### src/rtl/int_bus_aggregator.sv
// int_bus_aggregator
// Interrupt bus stage. It synchronises NUM_IN asynchronous sources into the bus clock
// domain and keeps a pending bit for each source. A source can be level or edge
// triggered. The pending bits are masked by int_en and ORed onto NUM_OUT bus lines.
// The block also reports the lowest pending and enabled source so the downstream
// controller can claim and clear it.
module int_bus_aggregator #(
    parameter int                NUM_IN      = 8,
    parameter int                NUM_OUT     = 2,
    parameter int                SYNC_STAGES = 2,
    parameter logic [NUM_IN-1:0] EDGE_MASK   = '0,
    localparam int               IDXW        = (NUM_IN > 1) ? $clog2(NUM_IN) : 1
) (
    input  logic                clock,
    input  logic                reset,
    input  logic [NUM_IN-1:0]   int_in,
    input  logic [NUM_IN-1:0]   int_en,
    input  logic                clr_valid,
    input  logic [IDXW-1:0]     clr_idx,
    output logic [NUM_OUT-1:0]  int_out,
    output logic [NUM_IN-1:0]   pending,
    output logic                claim_valid,
    output logic [IDXW-1:0]     claim_idx
);

    // sync is the last synchroniser stage. It is int_in itself when the sources
    // are already synchronous to the bus clock.
    logic [NUM_IN-1:0] sync;

    generate
        if (SYNC_STAGES == 0) begin : g_no_sync
            assign sync = int_in;
        end else begin : g_sync
            logic [NUM_IN-1:0] sync_d [SYNC_STAGES];
            logic [NUM_IN-1:0] sync_q [SYNC_STAGES];

            // Shift each source one stage along its synchroniser chain.
            always_comb begin
                sync_d[0] = int_in;
                for (int s = 1; s < SYNC_STAGES; s++) begin
                    sync_d[s] = sync_q[s-1];
                end
            end

            // Synchroniser flops. Reset clears the whole chain.
            always_ff @(posedge clock or posedge reset) begin
                if (reset) begin
                    for (int s = 0; s < SYNC_STAGES; s++) begin
                        sync_q[s] <= '0;
                    end
                end else begin
                    for (int s = 0; s < SYNC_STAGES; s++) begin
                        sync_q[s] <= sync_d[s];
                    end
                end
            end

            assign sync = sync_q[SYNC_STAGES-1];
        end
    endgenerate

    logic [NUM_IN-1:0]  prev_d,    prev_q;
    logic [NUM_IN-1:0]  pending_d, pending_q;
    logic [NUM_OUT-1:0] int_out_d, int_out_q;
    logic [IDXW-1:0]    claim_idx_c;
    logic               claim_valid_c;

    // Update edge history and pending bits.
    // On an edge source, a set and a clear in the same cycle resolve to set, so no
    // edge is lost. A clear that names an index outside the source range never
    // matches any source and is therefore ignored.
    always_comb begin
        prev_d    = sync;
        pending_d = pending_q;
        for (int i = 0; i < NUM_IN; i++) begin
            if (EDGE_MASK[i]) begin
                if (sync[i] && !prev_q[i]) begin
                    pending_d[i] = 1'b1;
                end else if (clr_valid && (clr_idx == IDXW'(i))) begin
                    pending_d[i] = 1'b0;
                end
            end else begin
                pending_d[i] = sync[i];
            end
        end
    end

    // OR the masked pending bits onto the bus lines. Source i drives line i % NUM_OUT.
    always_comb begin
        int_out_d = '0;
        for (int j = 0; j < NUM_OUT; j++) begin
            for (int i = 0; i < NUM_IN; i++) begin
                if ((i % NUM_OUT) == j) begin
                    int_out_d[j] = int_out_d[j] | (pending_q[i] & int_en[i]);
                end
            end
        end
    end

    // Registers for edge history, pending state and the bus outputs.
    always_ff @(posedge clock or posedge reset) begin
        if (reset) begin
            prev_q    <= '0;
            pending_q <= '0;
            int_out_q <= '0;
        end else begin
            prev_q    <= prev_d;
            pending_q <= pending_d;
            int_out_q <= int_out_d;
        end
    end

    // Fixed-priority claim: the lowest pending and enabled index wins. The loop scans
    // from the top down so the lowest match is written last.
    always_comb begin
        claim_valid_c = 1'b0;
        claim_idx_c   = '0;
        for (int i = NUM_IN - 1; i >= 0; i--) begin
            if (pending_q[i] && int_en[i]) begin
                claim_valid_c = 1'b1;
                claim_idx_c   = IDXW'(i);
            end
        end
    end

    assign int_out     = int_out_q;
    assign pending     = pending_q;
    assign claim_valid = claim_valid_c;
    assign claim_idx   = claim_idx_c;

endmodule

### config.mk
export PLATFORM = sky130hd
export DESIGN_NAME = int_bus_aggregator
export DESIGN_NICKNAME = d
export VERILOG_FILES = /design/src/rtl/int_bus_aggregator.sv
export SDC_FILE = /design/constraint.sdc
export NUM_CORES = 1
export LEC_CHECK = 0
export ABC_AREA = 1
export CAP_MARGIN = 20
export CORE_MARGIN = 1.5
export CORE_UTILIZATION = 42
export CTS_CLUSTER_SIZE = 24
export DETAILED_ROUTE_END_ITERATION = 8
export GPL_TIMING_DRIVEN = 0
export MAX_ROUTING_LAYER = met4
export PLACE_DENSITY = 0.89
export SLEW_MARGIN = 25
export SYNTH_ARGS = -nofsm -noshare
export SYNTH_HDL_FRONTEND = slang
export SYNTH_SLANG_ARGS = --single-unit
### constraint.sdc
create_clock -name clock -period 3.14 [get_ports clock]
set_clock_uncertainty 0.15 [all_clocks]
set_input_delay 0.785 -clock clock [delete_from_list [all_inputs] [get_ports clock]]
set_output_delay 0.785 -clock clock [all_outputs]
set_load 0.02 [all_outputs]
==> summary.md, run 1 <==
| Metric | Value |
|---|---|
| Status | `finished, final reports clean` |
| Starting Density | `45.3%` |
| Worst slew margin | `38.6%` |
| Total core area | `1760 µm²` |
| Initial antenna violation count | `0` |
| RSZ-0062 raised after global routing | `no` |
| H-tree depth | `1` |
| GRT Total Usage | `15.5%` |
| Vias per std cell | `4.35` |
| Max Slew Vio Count | `0` |
| Crit share post-route | `94.7%` |
| Synthesis-to-layout area growth | `47.1%` |
| Max-Cap Viols | `0` |
| DRT iter0 DRCs | `6` |
| Crit end category | `primary output` |
| LEAKAGE | `0.563 nW` |
| Port bufs | `31` |
| Largest net degree at the start of global routing | `27` |
| CTS Sinks | `26` |
| WL per Instance | `10.6 µm` |
| Startpoint types | `input pin` |
| Clock-pin slew on the worst setup and hold paths | `0.12 ns` |
| Register area share after synthesis | `81.4%` |
| Pwr dens | `510 nW/µm²` |
| Vias | `522` |
| Worst-Margin Slew | `0.920 ns` |
| Initial DRT Pass Iterations | `4` |
| Share of cells above drive strength 1 | `9.47%` |
| Final Wtd Congestion | `0.841` |
| Die area | `2170 µm²` |
| FILL cells | `136` |
| CP Class | `in -> out` |
| Synthesized instance count | `60` |
| Syn_area_per_cell | `13.3 µm²` |
| Endpoints failing hold | `0` |
| Die Wd | `46.6 µm` |
| Antenna viol nets, final | `0` |
| Fmax | `336 MHz` |
| Synth Net Count | `82` |
| Post-place setup slack | `-0.114 ns` |
| Ant diodes | `0` |
| Most frequent cells in the layout | `clkdlybuf4s50_1, dfrtp_1, nand2_1, nand3_1, inv_1` |
| Worst Hold Launch | `g_sync.sync_d[3]` |
| Nets | `118` |
| Post-Route WL | `1270 µm` |
| Critical Path AT | `2.04 ns` |
| RR Endpoint | `int_out[0]` |
| Placed Cells | `116` |
| Worst skew pair latency | `0.30 ns` |
| Die Ht | `46.6 µm` |
| Vias in the first global route | `554` |
| R2R cell count | `4` |
| Peak VDD IR | `0.363 mV` |
| Crit-path max FO | `3` |
| Hold EP | `pending_d[3]` |
| Root Driver | `clkbuf_4` |
| Hold crit path type | `reg -> reg` |
| Worst EP required | `2.20 ns` |
| Worst Hold Path Cells | `0` |
| Total congestion overflow | `0` |
| Clock buffer depth | `2` |
| FF-to-FF setup slack | `2.15 ns` |
| Finished Layout Cells | `120` |
| Final setup violation count | `0` |
| Tmin final | `2.97 ns` |
| First-pass GRT wire length | `2230 µm` |
| Synth unique cells | `10` |
| RR Startpoint | `pending[0]` |
| Synth warnings | `0` |
| PnR worst setup slack | `0.165 ns` |
| Postcts setup bufs | `0` |
| Setup TNS | `0 ns` |
| Remaining DRCs | `0` |
| Register bit count reported by yosys | `26` |
| HPWL Detailed | `980 µm` |
| Ports | `36` |
| CTS tree | `done` |
| Num CTS Buffers | `3` |
| Std cell rows | `15` |
| Commonest non-fill, non-tap cell in the layout | `clkdlybuf4s50_1` |
| Hold_buf cts | `0` |
| Area of the mapped netlist | `800 µm²` |
==> through the flow <==
stage          util, %  instance area, µm²  total power [mW]  hold WS (ns)
2_1_floorplan        -                 800             0.403         0.181
3_3_place_gp      64.7                1140             0.451         0.182
3_5_place_dp      64.7                1140             0.455         0.185
4_1_cts           66.5                1170             0.610         0.215
5_1_grt           66.7                1180             0.633         0.222
6_report          66.7                1180             0.600         0.212
==> registers in the layout, summed over array words and instances (netlist names) <==
name	flops
g_sync.sync_d	8
pending	8
int_out	2
pending_d	8
==> metal layers <==
layer,wire [µm],vias to the layer above,GRT usage [%]
met3,67,2,3.92
met1,503,249,17.9
li1,-,253,-
met4,14,0,7.78
met5,0,-,-
met2,681,18,25.0
==> worst max-delay path: stages <==
cell and delay [ns]:
clkdlybuf4s50_1 0.49, nand2_1 0.09, nand2_2 0.10, inv_2 0.05, nand2_2 0.05, nand2_1 0.05, nor2_1 0.09, dlygate4sd2_1 0.33
==> synthesized netlist by cell type, drive strengths merged <==
| cell type | n | area share, % |
|---|---|---|
| nor2 | 2 | 0.94 |
| dfrtp | 26 | 81 |
| nand2 | 19 | 10 |
| nand3 | 4 | 2.5 |
| nor3 | 1 | 0.63 |
| a21oi | 2 | 1.3 |
| inv | 6 | 2.8 |
==> timing repair <==
action / in CTS / in global routing
cloned: 0 / 0
pin swaps: 0 / 0
setup endpoints to repair: 3 / 1
gates resized for setup: 3 / 1
==> cell type report <==
type,count,area [µm²],share of cell area [%]
Sequential cell,26,651,55.3
Multi-Input combinational cell,28,126,10.7
Tap cell,25,31.3,2.66
Inverter,6,22.5,1.91
Timing Repair Buffer,31,309,26.3
Clock buffer,4,36.3,3.09
==> worst max path at each step <==
stage | slack, ns | cells past startpoint | startpoint | end
5_1_grt | 0.05 | 8 | int_en[1] | claim_idx[0]
2_1_floorplan | 0.77 | 3 | int_en[1] | claim_idx[2]
3_3_place_gp | -0.06 | 8 | int_en[1] | claim_idx[0]
3_5_place_dp | -0.11 | 8 | int_en[1] | claim_idx[0]
4_1_cts | 0.01 | 6 | int_en[0] | claim_valid
6_report | 0.17 | 8 | int_en[1] | claim_idx[0]
==> cell families after synthesis <==
group           Yosys count  share of synthesized area [%]
simple gates             26                           14.6
compound gates            2                           1.25
flops                    26                           81.4
buf+inv                   6                           2.82
==> power by group <==
group	internal, mW	leakage [nW]	switching [mW]
clock	0.0707	0.0210	0.0853
combinational	0.0428	0.241	0.0427
sequential	0.352	0.301	0.00590
total	0.466	0.563	0.134
(Power assumes the default switching activity.)
==> inputs of run 2 (changes only) <==
--- a/config.mk
+++ b/config.mk
@@ -5,7 +5,7 @@
 export SDC_FILE = /design/constraint.sdc
 export NUM_CORES = 1
 export LEC_CHECK = 0
-export ABC_AREA = 1
+export ABC_AREA = 0
 export CAP_MARGIN = 20
 export CORE_MARGIN = 1.5
 export CORE_UTILIZATION = 42
==> run 2 against run 1 <==
  * Critical path depth decreased by 3
  * Global-route usage decreased by 0.72 points
  * Via count decreased by 2.3%
  * Clock power increased by 40%
  * Synthesized cell count decreased by 18%
  * Wire length decreased by 0.63%
  * Total power increased by 10%
  * Combinational power decreased by 3.3%
  * Clock-buffer cell count decreased by 1
  * Largest cell class unchanged
==> summary.md, run 2 <==
| Metric | Value |
|---|---|
| Die Ht | `46.4 µm (-0.51%)` |
| Number of synthesized flops with an enable pin | `0 (unchanged)` |
| Total core area | `1750 µm² (-1.1%)` |
| Syn_area_per_cell | `16.1 µm² (+21%)` |
| Crit share post-route | `98.7% (+4.0 points)` |
| Endpoints failing hold | `0 (unchanged)` |
| Area contributors post-synth | `dfrtp_1, nand2_1, a22o_1, nand3_1, nand2b_4` |
| Commonest non-fill, non-tap cell in the layout | `clkdlybuf4s50_1` |
| CP Class | `in -> out` |
| Register bit count reported by yosys | `26 (unchanged)` |
| Die area | `2150 µm² (-1.0%)` |
| Initial DRT Pass Iterations | `3 (-1)` |
| Critical Path AT | `2.16 ns (+0.12 ns)` |
| Finished Layout Cells | `109 (-9.2%)` |
| WL per Instance | `11.6 µm (+9.4%)` |
| Status | `finished, final reports clean` |
| Vias in the first global route | `497 (-10%)` |
| Antenna viol nets, final | `0 (unchanged)` |
| Vias | `510 (-2.3%)` |
| Max Slew Vio Count | `0 (unchanged)` |
| Area of the mapped netlist | `791 µm² (-1.1%)` |
| Met3 wire length | `102 µm (+52%)` |
| Max-Cap Viols | `0 (unchanged)` |
| Starting Density | `45.3% (about the same)` |
| Main flop type after synthesis | `dfrtp_1` |
| Overall power | `0.662 mW (+10%)` |
| Synthesis-to-layout area growth | `49.4%` |
| Final setup violation count | `0 (unchanged)` |
| Std cell rows | `15 (unchanged)` |
| Startpoint types | `input pin` |
| Tmin final | `3.10 ns (+0.124 ns)` |
| Vias per std cell | `4.68 (+7.6%)` |
| Port bufs | `31 (unchanged)` |
| Hold crit path type | `reg -> reg` |
| Worst stage delay on the critical path | `0.45 ns (-0.04 ns)` |
| Synth warnings | `0 (unchanged)` |
| Most frequent cell after synthesis | `dfrtp_1` |
| Die Wd | `46.4 µm (-0.51%)` |
| Worst-Margin Slew | `0.904 ns (-0.0158 ns)` |
| Crit-path max FO | `3 (unchanged)` |
| CTS Sinks | `26 (unchanged)` |
| Placed Cells | `105 (-9.5%)` |
| Asr flop ratio synth | `100% (unchanged)` |
| Post-synth top area share | `82.3% (+0.90 points)` |
| Critical path's top delay family | `buffers and inverters` |
| Top cell type by total area after synthesis | `dfrtp_1` |
| Synth unique cells | `13 (+3)` |
| Crit end category | `primary output` |
| Initial antenna violation count | `0 (unchanged)` |
| FILL cells | `127 (-6.6%)` |
| LEAKAGE | `0.518 nW (-7.9%)` |
| Clock-pin slew on the worst setup and hold paths | `0.13 ns (about the same)` |
| Num CTS Buffers | `3 (unchanged)` |
| Most frequent cells in the layout | `clkdlybuf4s50_1, dfrtp_1, nand2_1` |
| HPWL Detailed | `974 µm (-0.64%)` |
| Final Wtd Congestion | `0.697 (-17%)` |
| H-tree depth | `1 (unchanged)` |
| Worst skew pair latency | `0.31 ns (about the same)` |
| Clock buffer depth | `2 (unchanged)` |
| Top sig layer | `met3` |
| Remaining DRCs | `0 (unchanged)` |
| Pwr dens | `561 nW/µm² (+9.9%)` |
| CTS tree | `done` |
| Peak VDD IR | `0.374 mV (+3.1%)` |
| Synthesized instance count | `49 (-18%)` |
| Most frequent cells after synthesis | `dfrtp_1, nand2_1, nand3_1` |
| Ports | `36 (unchanged)` |
| Slowest cell on crit path | `clkdlybuf4s50_1` |
| Total congestion overflow | `0 (unchanged)` |
| Worst path bufs/invs | `2 (-1)` |
| Metal-1 WL | `474 µm (-5.8%)` |
| Worst slew margin | `39.7% (+1.1 points)` |
| Metal2 WL | `682 µm (+0.15%)` |
| Share of cells above drive strength 1 | `9.52% (+0.050 points)` |
| Fmax | `323 MHz (-4.0%)` |
| Register area share after synthesis | `82.3% (+0.90 points)` |
| Worst path cell trace | `clkdlybuf4s50_1 -> a22o_1 -> nand2b_4 -> or2_1 -> dlygate4sd2_1` |
| Ant diodes | `0 (unchanged)` |
| RSZ-0062 raised after global routing | `no` |
| First-pass GRT wire length | `2060 µm (-7.4%)` |
| Root Driver | `clkbuf_4` |
| GRT Total Usage | `14.8% (-0.72 points)` |
| Synth Net Count | `71 (-13%)` |
| DRT iter0 DRCs | `3 (-3)` |
| Nets | `107 (-9.3%)` |
| Post-Route WL | `1260 µm (-0.63%)` |
| Largest net degree at the start of global routing | `27 (unchanged)` |
| Worst EP required | `2.20 ns (about the same)` |
## run 2: repair_timing
item | CTS | global route
pin swaps | 0 | 0
endpoints found under the setup margin | 4 | 1
buffers inserted | 0 | 0
hold buffers | 0 | 0
gates resized for setup | 5 | 3
## run 2: where the power goes
group / internal [mW] / switching (mW)
Combinational: 0.0440 / 0.0388
Sequential: 0.352 / 0.00806
Clock: 0.129 / 0.0899
Total: 0.525 / 0.137
## run 2: layout make-up
type                       count  area, µm²  share of cell area, %
sequential                    26        651                   55.1
timing repair buffer          31        302                   25.5
multi-input combinational     22        141                   12.0
tap                           25       31.3                   2.65
clock inverter                 1       30.0                   2.54
clock buffer                   3       22.5                   1.91
inverter                       1       3.75                  0.318
## run 2: stage by stage
stage	instance area [µm²]	hold slack [ns]	setup TNS, ns	util, %	worst slack, ns
4_1_cts	1180	0.214	0	67.9	0.0410
5_1_grt	1180	0.219	0	67.7	0.00180
2_1_floorplan	791	0.181	0	-	0.549
3_5_place_dp	1130	0.185	-0.659	64.9	-0.238
3_3_place_gp	1130	0.181	-0.596	64.9	-0.229
6_report	1180	0.212	0	67.7	0.0412
## run 2: worst reg2reg max path, stage by stage (launching register included)
cell	delay (ns)
dfrtp_1	0.44
a22o_1	0.28
nand2b_4	0.15
## run 2: cell families after synthesis
kind of cell | Yosys count | share of synthesized area, %
compound gates | 9 | 9.02
simple gates | 13 | 8.23
buf+inv | 1 | 0.474
flops | 26 | 82.3
## run 2: path summary, 6_finish.rpt
check                      slack (ns)          from                to  cells after the start
max                              0.04     int_en[1]       claim_valid                      5
min                              0.21  pending_d[0]        pending[0]                      0
max reg2reg                      2.03    pending[1]        int_out[1]                      2
min reg2reg                      0.21  pending_d[0]        pending[0]                      0
max in group asynchronous        1.49         reset        pending[5]                      2
min in group asynchronous        0.80         reset  g_sync.sync_d[0]                      2
## run 2: routing by layer
metal / track usage [%] / up-vias
met5: - / -
met4: 6.86 / 0
met3: 3.53 / 0
met2: 23.6 / 22
met1: 17.6 / 248
li1: - / 240
